## config.mk

```make
export PLATFORM = sky130hd
export DESIGN_NAME = ms_delay_scheduler
export DESIGN_NICKNAME = d
export VERILOG_FILES = /design/src/rtl/ms_delay_scheduler.sv
export SDC_FILE = /design/constraint.sdc
export NUM_CORES = 1
export LEC_CHECK = 0
export CORE_MARGIN = 2
export CORE_UTILIZATION = 55
export CTS_BUF_LIST = sky130_fd_sc_hd__clkbuf_8 sky130_fd_sc_hd__clkbuf_16
export DETAILED_ROUTE_END_ITERATION = 8
export PLACE_DENSITY_LB_ADDON = 0.25
export SYNTH_ARGS = -nofsm -noshare
export SYNTH_HDL_FRONTEND = slang
export SYNTH_SLANG_ARGS = --single-unit
```

## constraint.sdc

```tcl
create_clock -name clk -period 4 [get_ports clk]
set_clock_uncertainty 0.05 [all_clocks]
set_input_delay 1 -clock clk [delete_from_list [all_inputs] [get_ports clk]]
set_output_delay 1 -clock clk [all_outputs]
set_load 0.02 [all_outputs]
```

## src/rtl/ms_delay_scheduler.sv

```systemverilog
// ms_delay_scheduler
//   One millisecond timebase shared between N_REQ requesters. A round-robin
//   arbiter picks one pending requester, counts its requested number of
//   milliseconds (CLKS_PER_MS clocks each), then pulses that requester's done.
//
// Ports
//   clk         clock
//   reset       synchronous, active-low
//   req         level request per requester, held until done or abort
//   req_ms      per-requester delay in ms, slice i = [i*MS_W +: MS_W]
//   pause       freezes counting while high
//   grant       one-hot requester being served, 0 when idle
//   done        one-hot single-cycle completion pulse
//   busy        high whenever the scheduler is not idle
//   elapsed_ms  whole milliseconds elapsed for the current grant
//
// state | meaning
// IDLE  | no grant; arbitrating among pending requests
// COUNT | counting the granted requester's delay
// DONE  | one-cycle completion; done pulse and grant both held
module ms_delay_scheduler #(
  parameter int N_REQ       = 4,
  parameter int CLKS_PER_MS = 20000,
  parameter int MS_W        = 12
) (
  input  logic                    clk,
  input  logic                    reset,
  input  logic [N_REQ-1:0]        req,
  input  logic [N_REQ*MS_W-1:0]   req_ms,
  input  logic                    pause,
  output logic [N_REQ-1:0]        grant,
  output logic [N_REQ-1:0]        done,
  output logic                    busy,
  output logic [MS_W-1:0]         elapsed_ms
);

  localparam int CW = (CLKS_PER_MS > 1) ? $clog2(CLKS_PER_MS) : 1;
  localparam int PW = (N_REQ > 1) ? $clog2(N_REQ) : 1;
  localparam logic [CW-1:0] CYC_LAST = CW'(CLKS_PER_MS - 1);

  typedef enum logic [1:0] {IDLE, COUNT, DONE} state_t;

  state_t          state;
  logic [CW-1:0]   cyc_cnt;
  logic [MS_W-1:0] target;
  logic [PW-1:0]   ptr;
  logic [PW-1:0]   gidx;

  logic            win_valid;
  logic [PW-1:0]   win_idx;
  logic [MS_W-1:0] win_ms;
  logic [PW-1:0]   ptr_next;
  logic [MS_W-1:0] elapsed_inc;

  // Round-robin scan starting at ptr, wrapping past N_REQ-1 back to 0.
  always_comb begin
    win_valid = 1'b0;
    win_idx   = '0;
    for (int k = 0; k < N_REQ; k++) begin
      if (!win_valid && req[(int'(ptr) + k) % N_REQ]) begin
        win_valid = 1'b1;
        win_idx   = PW'((int'(ptr) + k) % N_REQ);
      end
    end
  end

  assign win_ms      = req_ms[win_idx*MS_W +: MS_W];
  assign ptr_next    = (int'(gidx) == N_REQ - 1) ? '0 : gidx + PW'(1);
  assign elapsed_inc = elapsed_ms + MS_W'(1);

  always_ff @(posedge clk) begin
    if (!reset) begin
      state      <= IDLE;
      grant      <= '0;
      done       <= '0;
      busy       <= 1'b0;
      elapsed_ms <= '0;
      cyc_cnt    <= '0;
      target     <= '0;
      ptr        <= '0;
      gidx       <= '0;
    end else begin
      case (state)
        IDLE: begin
          if (win_valid) begin
            gidx       <= win_idx;
            grant      <= {{(N_REQ-1){1'b0}}, 1'b1} << win_idx;
            target     <= win_ms;
            cyc_cnt    <= '0;
            elapsed_ms <= '0;
            busy       <= 1'b1;
            // A zero-length delay completes immediately with grant and done together.
            if (win_ms == '0) begin
              state <= DONE;
              done  <= {{(N_REQ-1){1'b0}}, 1'b1} << win_idx;
            end else begin
              state <= COUNT;
            end
          end
        end
        COUNT: begin
          // Requester withdrawing its request is an abort and outranks pause.
          if (!req[gidx]) begin
            state <= IDLE;
            grant <= '0;
            busy  <= 1'b0;
            ptr   <= ptr_next;
          end else if (!pause) begin
            if (cyc_cnt == CYC_LAST) begin
              cyc_cnt    <= '0;
              elapsed_ms <= elapsed_inc;
              if (elapsed_inc == target) begin
                state <= DONE;
                done  <= grant;
              end
            end else begin
              cyc_cnt <= cyc_cnt + CW'(1);
            end
          end
        end
        DONE: begin
          state      <= IDLE;
          done       <= '0;
          grant      <= '0;
          busy       <= 1'b0;
          elapsed_ms <= '0;
          ptr        <= ptr_next;
        end
        default: state <= IDLE;
      endcase
    end
  end

endmodule

```

==> metrics.txt <==
status=completed; Post-Syn Instances=between 400 and 500; Placed Area=just over 0.004 sq mm; Clk Latency, worst-skew pair=roughly 0.32 ns; first-pass GRT wire length=13300 microns; detailed-route DRC error count=0; CP endpoint=done[3]; Post-synth ARST share=0%; core region area=slightly below 0.006 sq mm; CP bufs+invs=2; PwrDens=roughly 400 mW/mm^2; PnR worst setup slack=~0.53 ns; Synth Cell Area=0.00335 sq mm; Crit path depth=11; Slew Viols, Final=0; crit path kind=primary input to flip-flop; Reg-to-Reg Start=ptr[1]; Max-Cap Viols=0; die width=a little over 80 microns; CTS Hold Bufs=0; antenna diode count=0; period utilization=about 87%; Worst setup SP type=primary input; IR drop worst, VDD=roughly 0.00031 V; DR WL/cell=14.9 microns; maximum buffer depth of the clock tree=2; Net count, final=about 530; IO buf count=between 70 and 80; Post-Syn Nets=approximately 460; prevailing post-synth register cell=dfxtp_1; Max FO, Critical Path=18; post-synth cell types=between 50 and 60; CP max stage cell=clkdlybuf4s50_1; area growth from synthesis to layout=26.9%; Post-Layout Inst Area=~0.0043 sq mm; Fin. Hold Viols=0; Iteration-0 DRC Markers=about 140; Hold Path Class=flip-flop to flip-flop; depth of the CTS H-tree=2; reg2reg path depth=10; fraction of layout cells with a size suffix above 1=a little under 9%; number of synthesized register bits=54; Crit. End Element=flip-flop; Post-Route WL=between 8000 and 9000 microns; Root Driver=clkbuf_8; DRT Pass-1 Iters=4; Avg Vias per Cell=5.67; Reg-to-Reg End=done[3]; YS warnings=0; Rel. slew slack=67.9%; FF+latch area=0.00108 sq mm; initial antenna violation count=0; clk slew on worst S/H paths=0.12 ns; Setup Buffers After CTS=0; Resized Gates After CTS=0; Global Route Usage Sum=about 25%; final setup fails=0; gr ovfl total=0; Initial Util=a little under three fifths; via count=around 3100; crit-path max cell delay=about 0.50 ns; CTS sink cnt=54; Inserted Clock Buffers=5; Fmax=approximately 290 MHz; DP HPWL=a little over 6000 microns; Antenna Nets Post-Route=0; Multi-input gate area=around 0.0021 sq mm; Arr. time, crit path=3.64 ns; RSZ-0062 raised after global routing=no; largest net degree at the start of global routing=41; LEAKAGE=about 0.0016 uW; worst path cell trace=clkdlybuf4s50_1 -> mux2i_1 -> o22ai_2 -> nor2_8 -> buf_12 -> mux2i_1 -> mux2_2 -> nand4_4 -> o31ai_4 -> a21oi_1 -> a211oi_2; CTS tree=done; crit-path most repeated cell=mux2i_1; flop2flop setup slack=1.19 ns; Required @ worst endpoint=about 4.2 ns; sequential share of the synthesized area=between 30% and 40%; CP startpoint=req[0]; syn_area_per_cell=around 8.3 sq um; vias in the first global route=2881; routability cong.=0.850; top cell family by delay on the critical path=compound AO/OA/AOI/OAI gates; post-layout util=71.8%; die area=slightly below 0.007 sq mm; Tightest Pin Transition=between 0.4 and 0.5 ns; post-layout min period=~3.5 ns; number of core rows=28; I/O Pins=76; die boundary height=about 82 microns; Setup WS pre-CTS=between 0.2 and 0.3 ns; fill count=469; setup TNS=0 ns; number of synthesized flops with an enable pin=0
[cells in the mapped netlist, types with 3 or more instances]
master	instances	area share [%]
nand2_1	21	2.4
xnor2_1	15	3.9
nor2_1	69	7.7
buf_2	3	0.45
a211oi_1	4	0.90
nor2b_1	3	0.56
a31oi_1	3	0.56
a21oi_1	45	6.7
or4_1	3	0.67
dfxtp_1	54	32
a211oi_2	4	1.5
nand2b_1	3	0.56
xor2_1	11	2.9
nand3b_1	4	0.90
mux2_4	3	1.3
nand4_1	6	1.1
mux2_2	9	3.0
nor3b_1	3	0.67
ha_1	6	2.2
clkbuf_1	11	1.2
nand3_1	14	2.1
o21ai_0	13	1.9
inv_1	10	1.1
mux2i_1	29	8.7
or3_1	6	1.1
nor3_1	12	1.8
[metrics by stage]
| step | cells | total power (uW) | hold WS (ns) |
|---|---|---|---|
| 2_1_floorplan | 403 | 1160 | 0.422 |
| 3_3_place_gp | 541 | 1340 | 0.394 |
| 3_5_place_dp | 541 | 1360 | 0.403 |
| 4_1_cts | 549 | 1690 | 0.420 |
| 5_1_grt | 549 | 1770 | 0.425 |
| 6_report | 549 | 1680 | 0.417 |
[how the worst min path moves through the flow]
stage                        to  slack [ns]         from  depth (start not counted)
finish                     busy        0.42         busy                          2
global route               busy        0.43         busy                          2
CTS                        busy        0.42         busy                          2
detailed placement         busy        0.40         busy                          2
global placement           busy        0.39         busy                          2
floorplan           cyc_cnt[14]        0.42  cyc_cnt[14]                          2
[power breakdown]
group	total [uW]	switching, uW	internal (uW)
Sequential	652	54.3	598
Clock	325	194	130
Combinational	705	377	329
Total	1680	625	1060
[logic make-up after synthesis]
group	after synthesis	synth area share, %
AO/OA/AOI/OAI	86	16.1
AND/OR/NAND/NOR	159	24.3
buffers and inverters	29	4.26
adder cells (fa/ha/maj)	6	2.24
multiplexers	43	14.0
XOR/XNOR	26	6.80
flip-flops	54	32.3
[metal layers]
layer / vias up / track usage, % / wire (microns)
li1: 1571 / - / -
met1: 1452 / 31.0 / 3600
met2: 78 / 45.9 / 4200
met3: 12 / 3.52 / 250
met4: 0 / 7.33 / 148
met5: - / 0 / 0
[area by class of cell]
cell class,count,share of cell area [%]
multi-input combinational,320,50.0
inverter,10,0.883
clock inverter,3,0.677
timing repair buffer,82,19.2
sequential,54,25.4
tap,75,2.21
clock buffer,5,1.62
[layout by cell type (no fill, tap or decap), types with 3 or more instances in the layout]
cell / netlist / layout
clkdlybuf4s50_1: 0 / 75
nor2_1: 69 / 69
dfxtp_1: 54 / 54
a21oi_1: 45 / 45
mux2i_1: 29 / 29
nand2_1: 21 / 21
xnor2_1: 15 / 15
nand3_1: 14 / 14
o21ai_0: 13 / 13
nor3_1: 12 / 12
xor2_1: 11 / 11
inv_1: 10 / 10
mux2_2: 9 / 9
or3_1: 6 / 6
nand4_1: 6 / 6
ha_1: 6 / 6
buf_4: 1 / 6
clkbuf_8: 0 / 5
nand3b_1: 4 / 4
a211oi_1: 4 / 4
a211oi_2: 4 / 4
a31oi_1: 3 / 3
nor2b_1: 3 / 3
nor3b_1: 3 / 3
nand2b_1: 3 / 3
mux2_4: 3 / 3
or4_1: 3 / 3
[worst register-to-register path, cell delays in order (launching register included)]
cell      delay (ns)
dfxtp_1         0.48
mux2i_1         0.26
o22ai_2         0.16
nor2_8          0.24
buf_12          0.21
mux2i_1         0.21
mux2_2          0.21
nand4_4         0.12
o31ai_4         0.35
a21oi_1         0.17
a211oi_2        0.25
[state kept, by name, summed over array words and instances, names as in the netlist]
register	flops
target	12
gidx	2
state	2
busy	1
elapsed_ms	12
cyc_cnt	15
done	4
grant	4
ptr	2
Note: power is estimated with default switching activity, not from simulation.
